==> config.mk <==
export PLATFORM = sky130hd
export DESIGN_NAME = dac_multi
export DESIGN_NICKNAME = d
export VERILOG_FILES = /design/src/rtl/dac_multi_pkg.sv /design/src/rtl/dac_frame_shifter.sv /design/src/rtl/dac_multi.sv
export SDC_FILE = /design/constraint.sdc
export NUM_CORES = 1
export LEC_CHECK = 0
export ABC_AREA = 1
export BUFFER_PORTS_ARGS = -buffer_cell sky130_fd_sc_hd__clkbuf_2
export CAP_MARGIN = 10
export CORE_MARGIN = 8
export CORE_UTILIZATION = 30
export DETAILED_ROUTE_END_ITERATION = 8
export PLACE_DENSITY = 0.49
export SYNTH_ARGS = -nofsm -noshare
export SYNTH_HDL_FRONTEND = slang
export SYNTH_SLANG_ARGS = --single-unit
==> constraint.sdc <==
create_clock -name clk_100M -period 2.41 [get_ports clk_100M]
set_input_delay 0.1205 -clock clk_100M [delete_from_list [all_inputs] [get_ports clk_100M]]
set_output_delay 0.1205 -clock clk_100M [all_outputs]
set_load 0.02 [all_outputs]
==> src/rtl/dac_multi_pkg.sv <==
// Shared types and constants for the multi-channel serial DAC front end.
// Frame layout: {command nibble, channel nibble, DW-bit code}.
package dac_multi_pkg;

    typedef enum logic [1:0] {
        ST_IDLE,
        ST_LOAD,
        ST_SHIFT,
        ST_GAP
    } state_e;

    localparam logic [3:0] CMD_WRITE_UPDATE = 4'b0011;

    function automatic int frame_width(input int dw);
        return dw + 8;
    endfunction

endpackage

==> src/rtl/dac_frame_shifter.sv <==
// Serialises one DAC frame: sync low, sclk generation, MSB-first sdata, then a sync-high gap.
// Accepts start_i only in IDLE; frame length is fixed, so no backpressure beyond busy_o.
module dac_frame_shifter
    import dac_multi_pkg::*;
#(
    parameter int FW       = 24,
    parameter int CLK_DIV  = 4,
    parameter int SYNC_GAP = 4,
    parameter int TW       = 1
) (
    input  logic          clk_100M,
    input  logic          rst,
    input  logic          start_i,
    input  logic [FW-1:0] frame_i,
    input  logic [TW-1:0] tag_i,
    output logic          sclk_o,
    output logic          sdata_o,
    output logic          sync_o,
    output logic          busy_o,
    output logic          done_o,
    output logic [TW-1:0] done_tag_o
);

    localparam int CMAX = (CLK_DIV > SYNC_GAP) ? CLK_DIV : SYNC_GAP;
    localparam int CNTW = $clog2(CMAX + 1);
    localparam int EW   = $clog2(2 * FW + 2);

    state_e          state_q, state_d;
    logic [CNTW-1:0] cnt_q, cnt_d;
    logic [EW-1:0]   edge_q, edge_d;
    logic [FW-1:0]   frame_q, frame_d;
    logic [TW-1:0]   tag_q, tag_d, dtag_q, dtag_d;
    logic            sclk_q, sclk_d, sdata_q, sdata_d, sync_q, sync_d, done_q, done_d;

    always_ff @(posedge clk_100M or posedge rst) begin
        if (rst) begin
            state_q <= ST_IDLE;
            cnt_q   <= '0;
            edge_q  <= '0;
            frame_q <= '0;
            tag_q   <= '0;
            dtag_q  <= '0;
            sclk_q  <= 1'b0;
            sdata_q <= 1'b0;
            sync_q  <= 1'b1;
            done_q  <= 1'b0;
        end else begin
            state_q <= state_d;
            cnt_q   <= cnt_d;
            edge_q  <= edge_d;
            frame_q <= frame_d;
            tag_q   <= tag_d;
            dtag_q  <= dtag_d;
            sclk_q  <= sclk_d;
            sdata_q <= sdata_d;
            sync_q  <= sync_d;
            done_q  <= done_d;
        end
    end

    // edge_q counts completed half-periods; even values precede a rising edge,
    // and the (2*FW+1)-th event closes the frame.
    always_comb begin
        state_d = state_q;
        cnt_d   = cnt_q;
        edge_d  = edge_q;
        frame_d = frame_q;
        tag_d   = tag_q;
        dtag_d  = dtag_q;
        sclk_d  = sclk_q;
        sdata_d = sdata_q;
        sync_d  = sync_q;
        done_d  = 1'b0;
        case (state_q)
            ST_IDLE: begin
                sdata_d = 1'b0;
                if (start_i) begin
                    state_d = ST_LOAD;
                    frame_d = frame_i;
                    tag_d   = tag_i;
                    sync_d  = 1'b0;
                    sdata_d = frame_i[FW-1];
                    cnt_d   = '0;
                    edge_d  = '0;
                end
            end
            ST_LOAD, ST_SHIFT: begin
                if (state_q == ST_LOAD) state_d = ST_SHIFT;
                if (cnt_q == CNTW'(CLK_DIV - 1)) begin
                    cnt_d  = '0;
                    edge_d = edge_q + 1'b1;
                    if (edge_q == EW'(2 * FW)) begin
                        sync_d  = 1'b1;
                        sdata_d = 1'b0;
                        done_d  = 1'b1;
                        dtag_d  = tag_q;
                        state_d = ST_GAP;
                    end else if (!edge_q[0]) begin
                        sclk_d = 1'b1;
                        // The MSB was already presented at sync fall; hold it through the first falling edge.
                        if (edge_q != '0) begin
                            frame_d = {frame_q[FW-2:0], 1'b0};
                            sdata_d = frame_q[FW-2];
                        end
                    end else begin
                        sclk_d = 1'b0;
                    end
                end else begin
                    cnt_d = cnt_q + 1'b1;
                end
            end
            ST_GAP: begin
                sdata_d = 1'b0;
                if (cnt_q == CNTW'(SYNC_GAP - 1)) begin
                    cnt_d   = '0;
                    state_d = ST_IDLE;
                end else begin
                    cnt_d = cnt_q + 1'b1;
                end
            end
            default: state_d = ST_IDLE;
        endcase
    end

    assign sclk_o     = sclk_q;
    assign sdata_o    = sdata_q;
    assign sync_o     = sync_q;
    assign busy_o     = (state_q != ST_IDLE);
    assign done_o     = done_q;
    assign done_tag_o = dtag_q;

endmodule

==> src/rtl/dac_multi.sv <==
// Multi-channel DAC front end: per-channel shadow codes, pending flags and round-robin arbitration.
// One frame per pending channel; ch_load is always accepted and simply re-arms the channel.
module dac_multi
    import dac_multi_pkg::*;
#(
    parameter int NCH           = 2,
    parameter int DW            = 16,
    parameter int CLK_DIV       = 4,
    parameter int SYNC_GAP      = 4,
    parameter int INIT_ON_RESET = 1,
    parameter int REFRESH       = 0,
    localparam int CW           = (NCH > 1) ? $clog2(NCH) : 1
) (
    input  logic              clk_100M,
    input  logic              rst,
    input  logic [NCH*DW-1:0] ch_data,
    input  logic [NCH-1:0]    ch_load,
    output logic              sclk,
    output logic              sdata,
    output logic              sync,
    output logic              busy,
    output logic              done,
    output logic [CW-1:0]     done_ch
);

    localparam int FW         = frame_width(DW);
    localparam bit REFRESH_EN = (REFRESH != 0);
    localparam bit INIT_EN    = (INIT_ON_RESET != 0);

    logic [DW-1:0]  shadow_q [NCH];
    logic [DW-1:0]  shadow_d [NCH];
    logic [NCH-1:0] pending_q, pending_d;
    logic [CW-1:0]  last_q, last_d, sel;
    logic           init_q, found, start, shifter_busy;
    logic [FW-1:0]  frame;
    int             idx;

    // Scan from the farthest candidate back to last_q+1 so the nearest pending channel wins.
    always_comb begin
        sel   = last_q;
        found = 1'b0;
        idx   = 0;
        for (int off = NCH; off >= 1; off--) begin
            idx = int'(last_q) + off;
            if (idx >= NCH) idx = idx - NCH;
            if (pending_q[CW'(idx)]) begin
                sel   = CW'(idx);
                found = 1'b1;
            end
        end
        if (REFRESH_EN) begin
            idx = int'(last_q) + 1;
            if (idx >= NCH) idx = 0;
            sel = CW'(idx);
        end
    end

    assign start = !shifter_busy && (found || REFRESH_EN);
    assign frame = {CMD_WRITE_UPDATE, 4'(sel), shadow_q[sel]};

    // A load on the same edge as the channel's launch re-arms it after the clear.
    always_comb begin
        pending_d = pending_q;
        last_d    = last_q;
        for (int i = 0; i < NCH; i++) shadow_d[i] = shadow_q[i];
        if (start) begin
            pending_d[sel] = 1'b0;
            last_d         = sel;
        end
        for (int i = 0; i < NCH; i++) begin
            if (ch_load[i]) begin
                shadow_d[i]  = ch_data[i*DW +: DW];
                pending_d[i] = 1'b1;
            end
        end
        if (init_q && INIT_EN) pending_d = '1;
    end

    always_ff @(posedge clk_100M or posedge rst) begin
        if (rst) begin
            init_q    <= 1'b1;
            pending_q <= '0;
            last_q    <= CW'(NCH - 1);
            for (int i = 0; i < NCH; i++) shadow_q[i] <= '0;
        end else begin
            init_q    <= 1'b0;
            pending_q <= pending_d;
            last_q    <= last_d;
            for (int i = 0; i < NCH; i++) shadow_q[i] <= shadow_d[i];
        end
    end

    dac_frame_shifter #(
        .FW       (FW),
        .CLK_DIV  (CLK_DIV),
        .SYNC_GAP (SYNC_GAP),
        .TW       (CW)
    ) u_shifter (
        .clk_100M   (clk_100M),
        .rst        (rst),
        .start_i    (start),
        .frame_i    (frame),
        .tag_i      (sel),
        .sclk_o     (sclk),
        .sdata_o    (sdata),
        .sync_o     (sync),
        .busy_o     (shifter_busy),
        .done_o     (done),
        .done_tag_o (done_ch)
    );

    assign busy = shifter_busy;

endmodule
---- After elaboration in Yosys (flattened, before gate mapping) ----
Index checks and enable logic that the tools add are counted.
Widths: inputs -> output; s select.
operators by class
  $add $sub $neg .......................... 6
  magnitude comparators ................... 7
  eq/ne operators ......................... 14
  multiplexer cells ....................... 50
  bitwise gates (word level) .............. 4
  reduce and logical (&&, ||, !) cells .... 20
operators by type and width
  cell                 count
  $mux 23              5
  $mux 16              3
  $pmux 23 s2          1
  $mux 1               24
  $mux 2               7
  $mux 6               2
  $pmux 6 s2           1
  $reduce_and 3->1     4
  $ne 2x1->1 const B   4
  $add 6x1->6 const B  1
  $eq 6x6->1 const B   1
  $lt 1x3->1 const B   2
  $mux 3               2
  $ne 2x2->1 const B   3
  $pmux 2 s3           1
  $pmux 3 s2           1
  $reduce_and 6->1     1
  $reduce_bool 3->1    2
  $reduce_bool 6->1    1
  $eq 2x2->1 const B   2
  $ge 2x2->1 const B   2
  $pmux 1 s2           2
  $reduce_and 2->1     2
  $reduce_and 4->1     1
  22 further kinds     26
storage, ports and cells
  flip-flop bits (word level) ............. 76
  bits of input ports ..................... 36
  output and inout bits ................... 6
  logic and storage cells ................. 117

---- Longest topological paths before layout ----
  depth after elaboration ................. 17
  depth in mapped cells ................... 11
  gate-level depth less buffers ........... 10

---- Cells and area by module ----
From an unflattened synthesis, not the netlist that was laid out.
second synthesis, totals
  cells, all modules ...................... 488
  area, all modules ....................... 3872.5 um2
modules (own cells, without submodules)
  module             instances  cells an instance  area each (um2)  seq. area each (um2)
  dac_frame_shifter  1          301                2331.0           1002.2
  dac_multi          1          187                1541.5           878.3

---- Least setup slack after synthesis ----
No wires, ideal clock.
  kind .................................... reg2reg
  start point ............................. register last_q
  end point ............................... register u_shifter.frame_q[2]
  library setup time ...................... 0.116 ns
  arrival time ............................ 1.543 ns
  data required time ...................... 2.294 ns
  setup slack ............................. 0.750 ns
  cell stages (with the launch flop) ...... 10
  buffers on the path ..................... 2
  period minus slack after synthesis ...... 1.660 ns
  cell sequence ........................... dfstp_2 -> inv_1 -> ha_1 -> buf_2 -> clkinv_1 -> buf_2 -> nand2_1 -> a31oi_1 -> nand3_1 -> nand2_1
on the way
  word-level cells in the longest chain between the ends .. 11
  elaborated cells on any way between the ends .. 16
  classes of those cells .................. add/sub (4); order compare (2); mux (9); bitwise (1)
RTL lines
  what                                          RTL line                 source
  start: declaration                            dac_multi.sv:33          logic [CW-1:0] last_q, last_d, sel;
  start signal: assignment                      dac_multi.sv:83          last_q <= CW'(NCH - 1);
  start signal: assignment                      dac_multi.sv:88          last_q <= last_d;
  $add 1x2->3                                   dac_multi.sv:44          idx = int'(last_q) + off;
  $ge 3x2->1 or $sub 1x1->1 (tied branches)     dac_multi.sv:45          if (idx >= NCH) idx = idx - NCH;
  $mux 1                                        dac_multi.sv:45
  $mux 1                                        dac_multi.sv:46          if (pending_q[CW'(idx)]) begin
  $mux 1 *                                      dac_multi.sv:46
  $not 1->2 (not written as such) *             dac_multi.sv:59          assign frame = {CMD_WRITE_UPDATE, 4'(sel), shadow_q[sel]};
  $mux 16 (not written as such) * (3 in a row)  dac_multi.sv:59
  $mux 23 *                                     dac_frame_shifter.sv:77  if (start_i) begin
  $pmux 23 s2 *                                 dac_frame_shifter.sv:74  case (state_q)
  end signal: assignment                        dac_frame_shifter.sv:51  frame_q <= frame_d;
  end: declaration                              dac_frame_shifter.sv:31  logic [FW-1:0] frame_q, frame_d;
Every way passes the cells marked *; elsewhere a longest branch is shown, timed or not. The select of a mux whose other input is x is not followed.
A chain may end at the register's enable or synchronous reset.

---- Worst setup path in the final report ----
  start point ............................. register u_shifter.state_q[0]
  end point ............................... register u_shifter.frame_q[22]
on the way
  word-level cells in the longest chain between the ends .. 5
  elaborated cells on any way between the ends .. 15
  classes of those cells .................. eq/ne (7); mux (1); reduce/logical (7)
RTL lines
  what                               RTL line                  source
  start: declaration                 dac_frame_shifter.sv:28   state_e state_q, state_d;
  start signal: assignment           dac_frame_shifter.sv:48   state_q <= state_d;
  $reduce_bool 2->1                  dac_frame_shifter.sv:128  assign busy_o = (state_q != ST_IDLE);
  $logic_not 1->1                    dac_multi.sv:58           assign start = !shifter_busy && (found || REFRESH_EN);
  $logic_and 1x1->1                  dac_multi.sv:58
  $ne 2x2->1 (no source line)        -
  $reduce_and 6->1 (no source line)  -
Several ways; a longest one is shown, not always the timed one.

==> flow_metrics.env <==
export IMPL_crit_chain="inv_1 > ha_1 > nand2_2 > nand2_2 > nand2_4 > nor2_8 > buf_4 > nand3_1 > nand2_2"
export IMPL_htreeDepth=3
export IMPL_drive_above_1_share_pct=24.4
export IMPL_ir_drop_uv=425
export IMPL_core_area_um2=12000
export IMPL_drc=0
export IMPL_status="complete, no violations"
export IMPL_place_area_um2=3980
export IMPL_clock_fmax_mhz=494
export IMPL_vias=2799
export IMPL_yosysSeqAreaShare_pct=50.9
export IMPL_initial_core_util_pct=30.7
export IMPL_busiest_layer="met2"
export IMPL_firstDrtPassIters=6
export IMPL_hold_viol=0
export IMPL_antenna_found_initial=0
export IMPL_slew_headroom_pct=63.8
export IMPL_p_leak_nw=2.24
export IMPL_cts_tree="built"
export IMPL_fin_crit_sh_pct=83.9
export IMPL_final_common_cell="nand2_1"
export IMPL_grt_max_degree=52
export IMPL_synth_top_area_share_pct=48.8
export IMPL_worst_pin_slew_ns=0.542
export IMPL_power_density_nw_per_um2=677
export IMPL_antenna_left=0
export IMPL_syn_num_nets=463
export IMPL_cts_sinks=75
export IMPL_clockRootBuffer="clkbuf_16"
export IMPL_clkSlewWorstSetupHoldPaths_ns=0.06
export IMPL_vias_per_cell=4.47
export IMPL_cp_depth=9
export IMPL_r2r_start="u_shifter.state_q[0]"
export IMPL_critPathLaunchType="register"
export IMPL_crit_top_cell="nand2_2"
export IMPL_cts_inserted_buffers=9
export IMPL_cts_hold_buffers=15
export IMPL_antenna_cells=0
export IMPL_cp_top_family="simple AND/OR/NAND/NOR gates"
export IMPL_cts_setup_buffers=0
export IMPL_clockBufferDepth=2
export IMPL_synth_area_top_cells="dfrtp_1 (49%), nand2_1 (14%), mux2_2 (4.6%)"
export IMPL_endpoint="u_shifter.frame_q[22]"
export IMPL_ff2ff_path_depth=9
export IMPL_fin_nets=516
export IMPL_wl_per_cell_um=12.6
export IMPL_use_met1_pct=14.0
export IMPL_yosys_area_top_type="dfrtp_1"
export IMPL_die_w_um=127
export IMPL_fillers=1267
export IMPL_cp_end_kind="register"
export IMPL_critPathMaxStageDelay_ns=0.55
export IMPL_cp_max_fo=15
export IMPL_yosysWarnings=0
export IMPL_syn_cell_area_um2=3690
export IMPL_mostFrequentLayoutCells="nand2_1 (140), dfrtp_1 (72), clkbuf_2 (41), nand3_1 (31), nor2_1 (29)"
export IMPL_synth_distinct_cells=34
export IMPL_fin_tns_setup_ns=0
export IMPL_setup_worst_path_start="u_shifter.state_q[0]"
export IMPL_cp_data_arrival_time_ns=2.29
export IMPL_rsz0062_at_grt="false"
export IMPL_r2r_slack_ns=0.39
export IMPL_netlist_instances=421
export IMPL_portBuffers=41
export IMPL_finish_instance_area_um2=4460
export IMPL_report_final_slew_viol_count=0
export IMPL_finalCriticalPeriod_ns=2.02
export IMPL_critPathRequiredTime_ns=2.67
export IMPL_cts_resized=0
export IMPL_setup_violations=0
export IMPL_crit_buf_inv=2
export IMPL_skew_ns=0.00600
export IMPL_dp_hpwl_um=5550
export IMPL_grt_pass1_wl_um=14200
export IMPL_grt_usage_pct=10.6
export IMPL_r2r_end="u_shifter.frame_q[22]"
export IMPL_grt_use_met2_pct=16.7
export IMPL_drv_cap=0
export IMPL_synthToLayoutAreaGrowth_pct=20.8
export IMPL_crit_path_top_delay_cell="ha_1"
export IMPL_design_die_area_um2=16100
export IMPL_gr_total_overflow=0
export IMPL_hold_ws_ns=0.00773
export IMPL_path_class="register to register"
export IMPL_rows=40
export IMPL_grt_pass1_vias=2996
export IMPL_die_h_um=127
export IMPL_use_met3_pct=2.05
export IMPL_synth_area_per_cell_um2=8.77
export IMPL_ios=42
export IMPL_routed_wl_um=7900
export IMPL_synth_seq_cells=75
export IMPL_drtIter0Drc=101
export IMPL_hold_path_class="input pin to register"
export IMPL_place_congestion=0.814
export IMPL_worstSkewPairLatency_ns=0.33
[cells by family (layout without fill, tap and decap cells)]
group / after synthesis / after routing / share of synthesized area, %
flops: 75 / 75 / 50.9
buf+inv: 50 / 108 / 7.52
other cells: 1 / 1 / 0.102
compound gates: 34 / 34 / 5.35
mux: 15 / 15 / 4.57
fa+ha+maj: 6 / 6 / 2.03
xor+xnor: 1 / 1 / 0.237
simple gates: 239 / 239 / 29.2
[Yosys cell counts]
| master | instances |
|---|---|
| o21ai_0 | 15 |
| a31oi_1 | 15 |
| inv_2 | 2 |
| nand2_4 | 2 |
| clkinv_1 | 1 |
| nand3_2 | 1 |
| nor2_8 | 1 |
| or2_2 | 2 |
| o31ai_1 | 1 |
| inv_1 | 28 |
| nand2_2 | 26 |
| buf_4 | 1 |
| nor2_1 | 29 |
| buf_12 | 1 |
| mux2_2 | 15 |
| ha_1 | 6 |
| dfrtp_1 | 72 |
| buf_2 | 7 |
| xor2_1 | 1 |
| buf_8 | 1 |
| nand2_1 | 140 |
| nand2_8 | 1 |
| clkbuf_8 | 2 |
| a22o_1 | 1 |
| a21oi_1 | 1 |
| clkbuf_1 | 3 |
| dfstp_2 | 3 |
| nand3_1 | 31 |
| nor2_4 | 1 |
| nor2_2 | 1 |
| buf_6 | 4 |
| a211oi_1 | 1 |
| conb_1 | 1 |
| nand4_1 | 4 |
[worst min-delay path, stage by stage]
cell	delay, ns
clkbuf_2	0.08
nand2_1	0.04
o21ai_0	0.06
[layer usage]
metal | wire [um] | share of wire (%)
met1 | 3980 | 50
met5 | 0 | 0
met3 | 220 | 2.8
met2 | 3580 | 45
met4 | 121 | 1.5
[metrics by stage]
| step | util (%) | std cells | total power (W) | setup slack, ns |
|---|---|---|---|---|
| 2_1_floorplan | - | 421 | 0.00149 | 0.384 |
| 3_3_place_gp | 33.2 | 595 | 0.00155 | 0.473 |
| 3_5_place_dp | 33.2 | 595 | 0.00155 | 0.401 |
| 4_1_cts | 37.1 | 626 | 0.00306 | 0.385 |
| 5_1_grt | 37.1 | 626 | 0.00315 | 0.211 |
| 6_report | 37.1 | 626 | 0.00302 | 0.387 |
[registers in the layout (all words and copies together) (netlist names)]
signal / cells
pending_q: 1
u_shifter.tag_q: 1
u_shifter.sync_o: 1
u_shifter.frame_q: 23
u_shifter.done_o: 1
u_shifter.sdata_o: 1
u_shifter.cnt_q: 3
last_q: 1
u_shifter.done_tag_o: 1
shadow_q: 32
u_shifter.sclk_o: 1
u_shifter.edge_q: 6
u_shifter.state_q: 2
init_q: 1
[layout make-up]
class | instances | area (um^2) | area share [%]
flip-flops and latches | 75 | 1880 | 42.2
multi-input cells | 296 | 1530 | 34.4
repair buffers | 61 | 418 | 9.37
clock buffers | 11 | 243 | 5.44
well taps | 147 | 184 | 4.12
inverters | 31 | 116 | 2.61
clock inverters | 5 | 85.1 | 1.91
[worst min-delay path by stage]
stage / endpoint / cells past startpoint / from / slack, ns
2_1_floorplan: shadow_q[17] / 2 / ch_data[1] / 0.24
3_3_place_gp: shadow_q[7] / 2 / rst / 0.19
3_5_place_dp: shadow_q[7] / 2 / rst / 0.19
4_1_cts: shadow_q[18] / 3 / ch_data[2] / 0.001
5_1_grt: shadow_q[12] / 2 / ch_data[28] / 0.02
6_report: shadow_q[16] / 3 / ch_data[0] / 0.008
[power breakdown]
part | internal (W) | total, W | switching (W) | leakage, nW
logic | 0.0000920 | 0.000181 | 0.0000895 | 1.16
registers | 0.00133 | 0.00136 | 0.0000374 | 0.923
clock network | 0.000941 | 0.00147 | 0.000533 | 0.156
total | 0.00236 | 0.00302 | 0.000660 | 2.24
No activity file was read; power rests on OpenSTA's default activity.
